<file path="src/rtl/wb_rr_arbiter.sv">
// Round-robin Wishbone B3 arbiter: N masters share one slave port.
// Grant is held for the whole cyc phase; an ack watchdog ends hung accesses.
module wb_rr_arbiter #(
  parameter int NUM_MASTERS = 2,
  parameter int AW          = 32,
  parameter int DW          = 32,
  parameter int TIMEOUT     = 255
) (
  input  logic                        wb_clk,
  input  logic                        wb_rst_n,

  input  logic [NUM_MASTERS*AW-1:0]   m_adr_i,
  input  logic [NUM_MASTERS*DW-1:0]   m_dat_i,
  input  logic [NUM_MASTERS*DW/8-1:0] m_sel_i,
  input  logic [NUM_MASTERS-1:0]      m_we_i,
  input  logic [NUM_MASTERS-1:0]      m_cyc_i,
  input  logic [NUM_MASTERS-1:0]      m_stb_i,
  input  logic [NUM_MASTERS*3-1:0]    m_cti_i,
  input  logic [NUM_MASTERS*2-1:0]    m_bte_i,
  output logic [DW-1:0]               m_dat_o,
  output logic [NUM_MASTERS-1:0]      m_ack_o,
  output logic [NUM_MASTERS-1:0]      m_err_o,

  output logic [AW-1:0]               s_adr_o,
  output logic [DW-1:0]               s_dat_o,
  output logic [DW/8-1:0]             s_sel_o,
  output logic                        s_we_o,
  output logic                        s_cyc_o,
  output logic                        s_stb_o,
  output logic [2:0]                  s_cti_o,
  output logic [1:0]                  s_bte_o,
  input  logic [DW-1:0]               s_dat_i,
  input  logic                        s_ack_i,
  input  logic                        s_err_i,

  output logic [NUM_MASTERS-1:0]      grant_o
);

  localparam int SW = DW / 8;
  localparam int IW = (NUM_MASTERS > 1) ? $clog2(NUM_MASTERS) : 1;
  localparam int CW = (TIMEOUT > 0) ? $clog2(TIMEOUT + 1) : 1;

  typedef enum logic {
    S_IDLE,
    S_BUSY
  } state_e;

  logic [1:0]             rst_sync_q;
  logic                   rst_n;

  state_e                 state_q;
  logic [IW-1:0]          gidx_q;
  logic [IW-1:0]          last_q;
  logic [NUM_MASTERS-1:0] grant_q;

  logic                   busy;
  logic                   rel;
  logic                   pick_hit;
  logic [IW-1:0]          pick_idx;
  logic [NUM_MASTERS-1:0] pick_oh;

  logic [CW-1:0]          cnt_q;
  logic [CW-1:0]          cnt_d;
  logic                   stall;
  logic                   tmo;

  // Asynchronous assert, two-flop synchronised release of the internal reset
  always_ff @(posedge wb_clk or negedge wb_rst_n) begin
    if (!wb_rst_n) begin
      rst_sync_q <= 2'b00;
    end else begin
      rst_sync_q <= {rst_sync_q[0], 1'b1};
    end
  end

  assign rst_n = rst_sync_q[1];

  assign busy = (state_q == S_BUSY);
  assign rel  = busy && !m_cyc_i[gidx_q];

  // Rotating search for the first requester above the last granted master
  always_comb begin
    int j;
    j        = 0;
    pick_hit = 1'b0;
    pick_idx = '0;
    for (int i = 1; i <= NUM_MASTERS; i++) begin
      j = (int'(last_q) + i) % NUM_MASTERS;
      if (!pick_hit && m_cyc_i[IW'(j)]) begin
        pick_hit = 1'b1;
        pick_idx = IW'(j);
      end
    end
  end

  assign pick_oh = NUM_MASTERS'(1) << pick_idx;

  // Grant FSM: idle until a cyc request, then hold until the owner drops cyc
  always_ff @(posedge wb_clk or negedge rst_n) begin
    if (!rst_n) begin
      state_q <= S_IDLE;
      gidx_q  <= '0;
      last_q  <= IW'(NUM_MASTERS - 1);
      grant_q <= '0;
    end else begin
      unique case (state_q)
        S_IDLE: begin
          if (pick_hit) begin
            state_q <= S_BUSY;
            gidx_q  <= pick_idx;
            last_q  <= pick_idx;
            grant_q <= pick_oh;
          end
        end
        S_BUSY: begin
          if (rel) begin
            if (pick_hit) begin
              gidx_q  <= pick_idx;
              last_q  <= pick_idx;
              grant_q <= pick_oh;
            end else begin
              state_q <= S_IDLE;
              grant_q <= '0;
            end
          end
        end
        default: begin
          state_q <= S_IDLE;
          grant_q <= '0;
        end
      endcase
    end
  end

  assign grant_o = grant_q;

  assign s_cyc_o = busy & m_cyc_i[gidx_q];
  assign s_stb_o = busy & m_stb_i[gidx_q];
  assign s_we_o  = busy & m_we_i[gidx_q];
  assign s_adr_o = m_adr_i[gidx_q*AW +: AW];
  assign s_dat_o = m_dat_i[gidx_q*DW +: DW];
  assign s_sel_o = m_sel_i[gidx_q*SW +: SW];
  assign s_cti_o = m_cti_i[gidx_q*3 +: 3];
  assign s_bte_o = m_bte_i[gidx_q*2 +: 2];

  assign m_dat_o = s_dat_i;

  assign stall = busy && s_stb_o && !s_ack_i && !s_err_i;
  assign tmo   = (TIMEOUT != 0) && (cnt_q == CW'(TIMEOUT));

  // Watchdog next state: count stalled strobes, restart on any termination
  always_comb begin
    cnt_d = '0;
    if ((TIMEOUT != 0) && stall && !tmo && !rel) begin
      cnt_d = cnt_q + CW'(1);
    end
  end

  // Watchdog counter register
  always_ff @(posedge wb_clk or negedge rst_n) begin
    if (!rst_n) begin
      cnt_q <= '0;
    end else begin
      cnt_q <= cnt_d;
    end
  end

  // Route termination only to the granted master
  always_comb begin
    m_ack_o = '0;
    m_err_o = '0;
    if (busy) begin
      m_ack_o[gidx_q] = s_ack_i;
      m_err_o[gidx_q] = s_err_i | (tmo & ~s_ack_i);
    end
  end

endmodule

</file>
<file path="config.mk">
export PLATFORM = sky130hd
export DESIGN_NAME = wb_rr_arbiter
export DESIGN_NICKNAME = d
export VERILOG_FILES = /design/src/rtl/wb_rr_arbiter.sv
export SDC_FILE = /design/constraint.sdc
export NUM_CORES = 1
export LEC_CHECK = 0
export CORE_AREA = 4 4 116 118
export CTS_BUF_LIST = sky130_fd_sc_hd__clkbuf_16
export DETAILED_ROUTE_END_ITERATION = 16
export DIE_AREA = 0 0 120 122
export GPL_TIMING_DRIVEN = 0
export PLACE_DENSITY = 0.67
export SLEW_MARGIN = 20
export SYNTH_ARGS = -nofsm -noshare
export SYNTH_HDL_FRONTEND = slang
export SYNTH_SLANG_ARGS = --single-unit
</file>
<file path="constraint.sdc">
create_clock -name wb_clk -period 1.9 [get_ports wb_clk]
set_clock_uncertainty 0.2 [all_clocks]
set_input_delay 0.475 -clock wb_clk [delete_from_list [all_inputs] [get_ports wb_clk]]
set_output_delay 0.475 -clock wb_clk [all_outputs]
set_load 0.05 [all_outputs]
</file>
==> results.json <==
{
  "status": "finished with violations",
  "violations": "setup timing",
  "rows": 41,
  "yosys_warnings": 0,
  "path_clk_slew_ps": 50,
  "hold_path.class": "reg -> async",
  "max_cap_violations": 0,
  "io_buffers": 268,
  "cts_hold_buf": 0,
  "final_util_pct": 47.3,
  "die_area_sq_um": 14600,
  "drc_errors": 0,
  "p_per_area_nw_per_um2": 1330,
  "cp_max_fo": 6,
  "wl_per_cell_um": 20.4,
  "ys_seq_elements": 15,
  "hold_violations": 0,
  "crit_buf_inv": 4,
  "path_depth": 5,
  "synth_area_leader_cell": "mux2_2",
  "overflow": 0,
  "instances_no_fill": 667,
  "final-setup-viol-count": 86,
  "die_w_um": 120,
  "vdd_drop_max_mv": 0.698,
  "cts_sinks": 15,
  "crit_family": "buffers and inverters",
  "nNetsFinal": 685,
  "die_h_um": 122,
  "slew_headroom_pct": 47.8,
  "vias": 2705,
  "arrival_ps": 1600,
  "multi_input_area_sq_um": 1460,
  "syn_to_final_growth_pct": 211,
  "hpwl_um": 10600,
  "p_total_mw": 7.86,
  "globalplace.congestion": 0.851,
  "p_leak_nw": 2.62,
  "regArea_sq_um": 378,
  "dpl.cell_count": 634,
  "criticalPathCategory": "reg -> out",
  "worstMarginPinSlew_ps": 777,
  "slew_violations": 0,
  "post_dp_cell_area_sq_um": 4840,
  "yosys.area.top_type_share_pct": 44.0,
  "critPathMaxStageDelay_ps": 440,
  "coreArea_sq_um": 12500,
  "num_antenna_cells": 0,
  "htreeDepth": 1,
  "grt_pass1_wl_um": 17900,
  "grt_pass1_vias": 2866,
  "wl_um": 13600,
  "nFillCells": 1159,
  "vias_per_cell": 4.06,
  "fin_ws_ps": -379,
  "timing.setup.tns_ps": -22990,
  "antenna_found_initial": 0,
  "clock_latency_ps": 240,
  "post-route-min-period_ps": 2280,
  "crit_path_start_kind": "flop",
  "critPathCaptureType": "primary output",
  "syn_area_per_cell_sq_um": 9.77,
  "route.antenna.remaining_nets": 0,
  "crit_chain": "buf_12 -> buf_12 -> buf_12 -> mux2_4 -> buf_8",
  "ioPinCount": 302,
  "layout-drive-gt1-share_pct": 49.9,
  "cp_slowest_cell": "dfrtp_2",
  "netlist_area_sq_um": 1900,
  "drtIter0Drc": 112,
  "fin_area_sq_um": 5890,
  "start_util_pct": 15.2,
  "cts-root-buf": "clkbuf_16",
  "r2r_cells": 6,
  "pre_cts_ws_ps": -1250,
  "synth.distinct_cells": 32,
  "grt_max_degree": 14,
  "holdWs_ps": 22.1,
  "synth.area.top_cells": "mux2_2 (44%), dfrtp_1 (18%), buf_4 (13%)",
  "clk_path_buf_depth": 2,
  "grt.total_usage_pct": 15.6,
  "netlist_instances": 194,
  "period_share_pct": 120,
  "rsz0062_at_grt": "yes",
  "crit_top_cell": "buf_12",
  "ys_seq_area_share_pct": 19.9,
  "critPathRequiredTime_ps": 1220,
  "dr.pass1.iters": 4,
  "syn-num-nets": 383,
  "fmax_ghz": 0.439,
  "cts_tree": "done",
  "numCtsBuffers": 3
}
[synth_stat cells]
| master | number |
|---|---|
| o31ai_1 | 1 |
| xnor2_1 | 2 |
| or3_1 | 2 |
| a21boi_0 | 1 |
| conb_1 | 1 |
| a21oi_1 | 4 |
| o41a_1 | 1 |
| o21ai_0 | 4 |
| nor3_1 | 5 |
| a211oi_1 | 1 |
| dfstp_2 | 1 |
| nor3b_1 | 3 |
| mux2_2 | 74 |
| and3_1 | 1 |
| inv_1 | 3 |
| mux2i_1 | 3 |
| buf_4 | 32 |
| or2_2 | 1 |
| nand2_1 | 5 |
| dfrtp_1 | 14 |
| xor2_1 | 2 |
| buf_2 | 10 |
| ha_1 | 1 |
| nand3_1 | 6 |
| or4_1 | 1 |
| clkbuf_2 | 1 |
| nand4b_2 | 1 |
| nand2b_1 | 3 |
| nor2_1 | 6 |
| a221o_1 | 2 |
| a211oi_2 | 1 |
| and2_1 | 1 |
[report_power, final]
group | internal [mW] | switching [mW]
Sequential | 0.379 | 0.0685
Combinational | 3.41 | 3.60
Clock | 0.280 | 0.121
Total | 4.07 | 3.79
[cells in the final DEF (no fill, tap or decap), types with 2 or more instances in the layout]
master           Yosys  routed
clkbuf_16            0       9
a21oi_1              4       4
buf_12               0      12
xnor2_1              2       2
o21ai_0              4       4
buf_6                0      41
dfrtp_1             14      13
buf_8                0      45
mux2_4               0      44
or3_1                2       2
nand2_1              5       5
nand2b_1             3       3
xor2_1               2       2
clkdlybuf4s50_1      0     149
inv_1                3       2
a221o_1              2       2
mux2_2              74      30
nor3b_1              3       2
nor2_1               6       3
nor3_1               5       4
nand3_1              6       5
nor2_4               0       2
dlygate4sd2_1        0      37
buf_4               32      46
[final cells by class]
| class | count | share of cell area (%) |
|---|---|---|
| Clock inverter | 1 | 0.0849 |
| Sequential cell | 15 | 6.41 |
| Multi-Input combinational cell | 133 | 24.8 |
| Timing Repair Buffer | 297 | 56.2 |
| Inverter | 3 | 0.255 |
| Buffer | 43 | 7.33 |
| Clock buffer | 3 | 1.27 |
| Tap cell | 172 | 3.65 |
[metal layers]
layer / track usage [%] / vias up / wire (um)
li1: - / 1270 / -
met1: 21.0 / 1291 / 5790
met2: 26.5 / 140 / 6880
met3: 3.67 / 4 / 898
met4: 1.22 / 0 / 34
met5: 0 / - / 0
[path summary, 6_finish.rpt]
| path | start | end | slack (ps) |
|---|---|---|---|
| setup / recovery | gidx_q | s_dat_o[21] | -380 |
| hold reg to reg | rst_sync_q[1] | grant_o[0] | 20 |
| setup reg to reg | cnt_q[0] | cnt_q[1] | -130 |
| hold / removal | rst_sync_q[1] | grant_o[0] | 20 |
| max in group asynchronous | rst_sync_q[1] | gidx_q | 1090 |
| min in group wb_clk | rst_sync_q[0] | rst_sync_q[1] | 160 |
[state kept, by name (all words and copies together) (netlist names)]
name / cells
busy: 1
gidx_q: 1
cnt_q: 8
grant_o: 2
rst_sync_q: 2
last_q: 1
[timing repair]
action,CTS,global route
buffers inserted,17,6
gates resized for setup,649,102
pin swaps,6,3
setup endpoints to repair,118,87
cloned,2,6
[cell families after synthesis]
group	synth area share (%)
AOI/OAI and AO/OA	5.61
xor gates and xnor gates	1.85
adders and majority gates	0.660
buffers and inverters	16.2
DFF	19.9
muxes	45.5
other	0.198
and+or+nand+nor	10.1
(Power assumes the default switching activity.)
